`src/rtl/uart_frame_ctrl.sv`:
```
// Frame controller behind the UART receiver: header hunt, CMD/LEN/payload/CHK parse,
// tentative payload writes, a single commit pulse on a good checksum, and error pulses.
module uart_frame_ctrl #(
    parameter int CLK_FRE       = 50,
    parameter int BAUD_RATE     = 9600,
    parameter int MAX_LEN       = 128,
    parameter int TIMEOUT_BYTES = 4,
    parameter int AW            = 7
) (
    input  logic          i_clk_sys,
    input  logic          i_rst_n,
    input  logic [7:0]    i_rx_data,
    input  logic          i_rx_done,
    output logic          o_wr_en,
    output logic [AW-1:0] o_wr_addr,
    output logic [7:0]    o_wr_data,
    output logic [7:0]    o_cmd,
    output logic [7:0]    o_frame_len,
    output logic          o_frame_valid,
    output logic          o_err_chk,
    output logic          o_err_len,
    output logic          o_err_timeout,
    output logic          o_busy
);

    localparam longint TIMEOUT_CYC = longint'(TIMEOUT_BYTES) * 64'd10 * longint'(CLK_FRE)
                                     * 64'd1000000 / longint'(BAUD_RATE);
    localparam logic [23:0] TMO_LAST  = 24'(TIMEOUT_CYC - 64'd1);
    localparam logic [7:0]  MAX_LEN_B = 8'(MAX_LEN);

    typedef enum logic [2:0] {S_HDR0, S_HDR1, S_CMD, S_LEN, S_PAY, S_CHK} state_t;

    state_t        state, state_nxt;
    logic [23:0]   tmo_cnt, tmo_cnt_nxt;
    logic [7:0]    sum, sum_nxt;
    logic [7:0]    idx, idx_nxt;
    logic [7:0]    len, len_nxt;
    logic          wr_en_nxt;
    logic [AW-1:0] wr_addr_nxt;
    logic [7:0]    wr_data_nxt, cmd_nxt, frame_len_nxt;
    logic          valid_nxt, err_chk_nxt, err_len_nxt, err_tmo_nxt;
    logic          expire;

    assign expire = (state != S_HDR0) && (tmo_cnt == TMO_LAST);

    always_comb begin
        state_nxt     = state;
        sum_nxt       = sum;
        idx_nxt       = idx;
        len_nxt       = len;
        wr_en_nxt     = 1'b0;
        wr_addr_nxt   = o_wr_addr;
        wr_data_nxt   = o_wr_data;
        cmd_nxt       = o_cmd;
        frame_len_nxt = o_frame_len;
        valid_nxt     = 1'b0;
        err_chk_nxt   = 1'b0;
        err_len_nxt   = 1'b0;
        err_tmo_nxt   = 1'b0;
        tmo_cnt_nxt   = (state == S_HDR0) ? 24'd0 : tmo_cnt + 24'd1;

        // A byte arriving on the expiry cycle takes priority over the timeout.
        if (i_rx_done) begin
            tmo_cnt_nxt = 24'd0;
            case (state)
                S_HDR0: if (i_rx_data == 8'hAA) state_nxt = S_HDR1;
                S_HDR1: begin
                    if (i_rx_data == 8'h55)      state_nxt = S_CMD;
                    else if (i_rx_data != 8'hAA) state_nxt = S_HDR0;
                end
                S_CMD: begin
                    cmd_nxt   = i_rx_data;
                    sum_nxt   = i_rx_data;
                    state_nxt = S_LEN;
                end
                S_LEN: begin
                    if (i_rx_data > MAX_LEN_B) begin
                        err_len_nxt = 1'b1;
                        state_nxt   = S_HDR0;
                    end else begin
                        len_nxt   = i_rx_data;
                        sum_nxt   = sum + i_rx_data;
                        idx_nxt   = 8'd0;
                        state_nxt = (i_rx_data == 8'd0) ? S_CHK : S_PAY;
                    end
                end
                S_PAY: begin
                    wr_en_nxt   = 1'b1;
                    wr_addr_nxt = idx[AW-1:0];
                    wr_data_nxt = i_rx_data;
                    idx_nxt     = idx + 8'd1;
                    sum_nxt     = sum + i_rx_data;
                    if (idx == len - 8'd1) state_nxt = S_CHK;
                end
                S_CHK: begin
                    if (i_rx_data == sum) begin
                        valid_nxt     = 1'b1;
                        frame_len_nxt = len;
                    end else begin
                        err_chk_nxt = 1'b1;
                    end
                    state_nxt = S_HDR0;
                end
                default: state_nxt = S_HDR0;
            endcase
        end else if (expire) begin
            err_tmo_nxt = 1'b1;
            tmo_cnt_nxt = 24'd0;
            state_nxt   = S_HDR0;
        end
    end

    always_ff @(posedge i_clk_sys or negedge i_rst_n) begin
        if (!i_rst_n) begin
            state         <= S_HDR0;
            tmo_cnt       <= 24'd0;
            sum           <= 8'd0;
            idx           <= 8'd0;
            len           <= 8'd0;
            o_wr_en       <= 1'b0;
            o_wr_addr     <= '0;
            o_wr_data     <= 8'd0;
            o_cmd         <= 8'd0;
            o_frame_len   <= 8'd0;
            o_frame_valid <= 1'b0;
            o_err_chk     <= 1'b0;
            o_err_len     <= 1'b0;
            o_err_timeout <= 1'b0;
            o_busy        <= 1'b0;
        end else begin
            state         <= state_nxt;
            tmo_cnt       <= tmo_cnt_nxt;
            sum           <= sum_nxt;
            idx           <= idx_nxt;
            len           <= len_nxt;
            o_wr_en       <= wr_en_nxt;
            o_wr_addr     <= wr_addr_nxt;
            o_wr_data     <= wr_data_nxt;
            o_cmd         <= cmd_nxt;
            o_frame_len   <= frame_len_nxt;
            o_frame_valid <= valid_nxt;
            o_err_chk     <= err_chk_nxt;
            o_err_len     <= err_len_nxt;
            o_err_timeout <= err_tmo_nxt;
            o_busy        <= (state_nxt != S_HDR0);
        end
    end

endmodule
```
`config.mk`:
```
export PLATFORM = sky130hd
export DESIGN_NAME = uart_frame_ctrl
export DESIGN_NICKNAME = d
export VERILOG_FILES = /design/src/rtl/uart_frame_ctrl.sv
export SDC_FILE = /design/constraint.sdc
export NUM_CORES = 1
export LEC_CHECK = 0
export ABC_AREA = 1
export CORE_MARGIN = 2
export CORE_UTILIZATION = 55
export CTS_BUF_LIST = sky130_fd_sc_hd__clkbuf_4 sky130_fd_sc_hd__clkbuf_8
export CTS_CLUSTER_DIAMETER = 150
export DETAILED_ROUTE_END_ITERATION = 10
export GPL_TIMING_DRIVEN = 1
export PLACE_DENSITY = 0.83
export SLEW_MARGIN = 15
export SYNTH_ARGS = -nofsm -noshare
export SYNTH_HDL_FRONTEND = slang
export SYNTH_SLANG_ARGS = --single-unit
```
`constraint.sdc`:
```
create_clock -name i_clk_sys -period 5 [get_ports i_clk_sys]
set_input_delay 0.5 -clock i_clk_sys [delete_from_list [all_inputs] [get_ports i_clk_sys]]
set_output_delay 0.5 -clock i_clk_sys [all_outputs]
set_load 0.01 [all_outputs]
```
# Word-level counts from Yosys, hierarchy flattened
# Cells that the tools add are included.
[classes]
add_sub_neg = 4
order_cmp = 1
n_eq_ne = 12
muxes = 29
bitwise_logic = 1
n_reduce_logical = 13
[op_table]
columns = ["cell", "count"]
rows = [
  ["$mux W24", 3],
  ["$add A24 B1 Y24 const B", 1],
  ["$eq A24 B18 Y1 const B", 1],
  ["$pmux W8 S3", 1],
  ["$mux W3", 7],
  ["$eq A8 B8 Y1", 2],
  ["$mux W8", 2],
  ["$pmux W8 S2", 1],
  ["$pmux W3 S5", 1],
  ["$mux W1", 14],
  ["$reduce_and A3 Y1", 4],
  ["$reduce_bool A3 Y1", 3],
  ["$add A8 B1 Y8 const B", 1],
  ["$add A8 B8 Y8", 1],
  ["$eq A8 B7 Y1 const B", 1],
  ["$eq A8 B8 Y1 const B", 1],
  ["$gt A8 B8 Y1 const B", 1],
  ["$logic_not A8 Y1", 1],
  ["$ne A8 B8 Y1 const B", 1],
  ["$sub A8 B1 Y8 const B", 1],
  ["$eq A3 B2 Y1 const B", 2],
  ["$eq A3 B3 Y1 const B", 2],
  ["$reduce_and A2 Y1", 2],
  ["$eq A3 B1 Y1 const B", 1],
  ["5 further kinds", 5],
]
[word_totals]
regBits = 88

# Longest topological paths before layout
[logic_depth]
word_depth = 6
ltp_mapped = 14
mapped_depth_nobuf = 14

# Worst setup path before layout
# No wires, ideal clock.
[synth_timing]
kind = "input to register"
from = "input port i_rx_data[5]"
to = "register o_frame_len[3]"
setup_ns = 0.121
t_arrival_ns = 1.662
required_ns = 4.879
setup_slack_ns = 3.217
path_stages = 7
path_cell_list = "ha_1 > nor4_1 > and3_1 > nand2_1 > buf_2 > nand2_1 > o21ai_1"
[synth_via]
elab_chain_cells = 2
[synth_lines]
columns = ["item", "line_no", "text"]
rows = [
  ["start: declaration", "12", "input logic [7:0] i_rx_data,"],
  ["$eq A8 B8 Y1", "96", "if (i_rx_data == sum) begin"],
  ["$reduce_and A3 Y1 (no line)", "n/a", ""],
  ["end signal: assignment", "140", "o_frame_len <= frame_len_nxt;"],
  ["end: declaration", "18", "output logic [7:0] o_frame_len,"],
]
# Every way passes these cells.
# A chain may end at the register's enable or synchronous reset.

# Final worst setup path
[layout_timing]
from = "input port i_rx_data[5]"
to = "register o_frame_len[7]"
# The elaborated chain is that of the path after synthesis.

==> run summary <==
Placer Congestion: 0.951
RSZ-0062 raised after global routing: no
most common cell in the synthesized netlist: nand2_1
crit path launch: i_rx_data[5]
CP max stage delay: 0.50 ns
cell mode on critical path: nand2_1
leak pwr: 2.68 nW
Die H: 98.5 microns
clock sinks: 88
critical path type: input pin to flip-flop
area grow syn2layout: 15.0%
clock tree buffer depth: 2
CP cell instances: clkdlybuf4s50_1, ha_1, nor4_1, and3_1, nand2_1, inv_1, nand2_1, nand2_1
Period Utilization, post-route: 0.470
Post-synth EDFFs: 0
drt first pass iters: 5
FP Rows: 34
CP max FO: 14
Setup crit end kind: flip-flop
Overflow after GRT: 0
Clk pin slew, worst setup/hold paths: 0.09 ns
top_reg_cell synth: dfrtp_1
final hold violation count: 0
area share of the largest cell type after synthesis: 0.448
Port Buf Inserts: 47
share of layout cells above drive strength 1: 0.0871
CTS Root Cell: clkbuf_8
Power, Total: 0.00241 W
drt drc: 0
initial antenna violation count: 0
die width: 98.5 microns
WL/cell: 14.8 microns
Avg Inst Size Synth: 7.74 sq um
vias in the first global route: 4157
CTS tree: built
setup bufs post-CTS: 0
CP startpoint kind: input pin
flops & latches, synth: 88
Final #Nets: 707
Post-Syn Nets: 658
Avg Vias per Cell: 5.54
I/O pin total: 48
synth top area cells: dfrtp_1 45%, nand2_1 14%, inv_1 5.3%, nor2_1 5.2%, nand3_1 4.1%
asr flop ratio synth: 1.00
worst r2r dst: idx[2]
global-route wire length before repair: 19.7 mm
sequential-to-total area share from yosys stat: 0.448
die area: 9710 sq um
CP max-delay cell: clkdlybuf4s50_1
H-tree levels: 3
Core Region: 8680 sq um
most frequent cells after synthesis: 178 x nand2_1, 88 x dfrtp_1, 70 x inv_1
Clock Skews: 0.00565 ns
later-pin clock latency in the skew report: 0.36 ns
worst ir drop on vdd: 0.293 mV
Routed WL: 11.8 mm
dpl hpwl: 8.82 mm
cts bufs inserted: 9
PD cells: 427 nW/um^2
R2R setup slack: 2.83 ns
Synth Instances: 635
drt first-iter violations: 316
Slew Limit Fails: 0
status: finished, final reports clean
mapped cell area: 4910 sq um
Placed Area: 5460 sq um
R2R cell count: 6
total number of vias: 4416
# hold bufs at CTS: 0
n_diodes: 0
PostCTS Resize Cnt: 0
largest net degree at the start of global routing: 46
Slew headroom: 0.335
fill count: 751
Yosys top cell by area: dfrtp_1
Critical R2R Launch: state[1]
final core utilization: 0.651
Synth Warn #: 0
WP data required: 5.30 ns
Yosys cell types: 41
Finished Cell Area: 5650 sq um
GRT Overall Usage: 0.249
endpoints failing setup: 0
worst hold-check path type: input pin to asynchronous set/reset pin
DRT antenna net count: 0
CP arrival: 2.65 ns
Period minus WS final: 2.35 ns
Initial Util: 0.566
# Max-Cap Violations: 0
maximum achievable frequency: 426 MHz
WHS: 0.123 ns
Worst-Margin Slew: 0.997 ns
Setup TNS Final: 0 ns
-- state kept, by name, indices dropped and copies added (netlist names), 3 cells and up --
name	cells
tmo_cnt	24
len	8
o_wr_addr	7
state	3
idx	8
o_frame_len	8
o_wr_data	8
o_cmd	8
sum	8
-- where the power goes --
| group | total (W) | switching, W | internal (W) |
|---|---|---|---|
| Sequential | 0.00102 | 0.000142 | 0.000877 |
| Combinational | 0.000916 | 0.000514 | 0.000402 |
| Clock | 0.000475 | 0.000264 | 0.000211 |
-- metrics by stage --
| step | setup WS (ns) | instances |
|---|---|---|
| 3_3_place_gp | 2.42 | 781 |
| 2_1_floorplan | 3.22 | 635 |
| 5_1_grt | 2.52 | 797 |
| 3_5_place_dp | 2.34 | 781 |
| 6_report | 2.65 | 797 |
| 4_1_cts | 2.69 | 797 |
-- worst max-delay path: cells and delay by family --
kind                       cells  cell delay, ns
adders and majority gates      1            0.44
buffers and inverters          2            0.72
and+or+nand+nor                5            0.97
-- layout by cell type (no fill, tap or decap), types with 6 or more instances in the layout --
master,count
a21oi_1,7
clkbuf_8,11
clkdlybuf4s50_1,46
dfrtp_1,88
ha_1,11
inv_1,70
inv_2,8
nand2_1,178
nand2_2,7
nand3_1,40
nand4_1,13
nor2_1,68
nor3_1,22
o21ai_0,23
o21ai_1,19
o21ai_2,6
xnor2_1,6
xor2_1,13
-- logic make-up after synthesis --
group / share of synthesized area
simple gates: 0.320
buf+inv: 0.0772
flops: 0.448
compound gates: 0.0891
xor+xnor: 0.0339
fa+ha+maj: 0.0321
-- cell type report --
cell class	count	area (sq um)	share of cell area
clock buffer	11	151	0.0268
clock inverter	5	38.8	0.00687
inverter	81	314	0.0556
multi-input combinational	456	2330	0.413
sequential	88	2200	0.390
tap	108	135	0.0239
timing repair buffer	48	475	0.0842
-- worst max path at each step --
stage | to | cells past startpoint | slack (ns)
after detailed placement | o_frame_len[7] | 8 | 2.34
after CTS | o_frame_len[7] | 8 | 2.69
final | o_frame_len[7] | 8 | 2.65
after floorplan | o_frame_len[3] | 7 | 3.22
after global placement | o_frame_len[5] | 8 | 2.42
after global routing | o_frame_len[7] | 8 | 2.52
-- per-layer routing --
metal | wire [microns] | vias to the layer above | GRT usage
li1 | - | 2149 | -
met1 | 5390 | 2077 | 0.360
met2 | 5440 | 169 | 0.385
met3 | 730 | 21 | 0.0454
met4 | 221 | 0 | 0.0832
met5 | 0 | - | 0
Power figures use the tool's default switching activity.
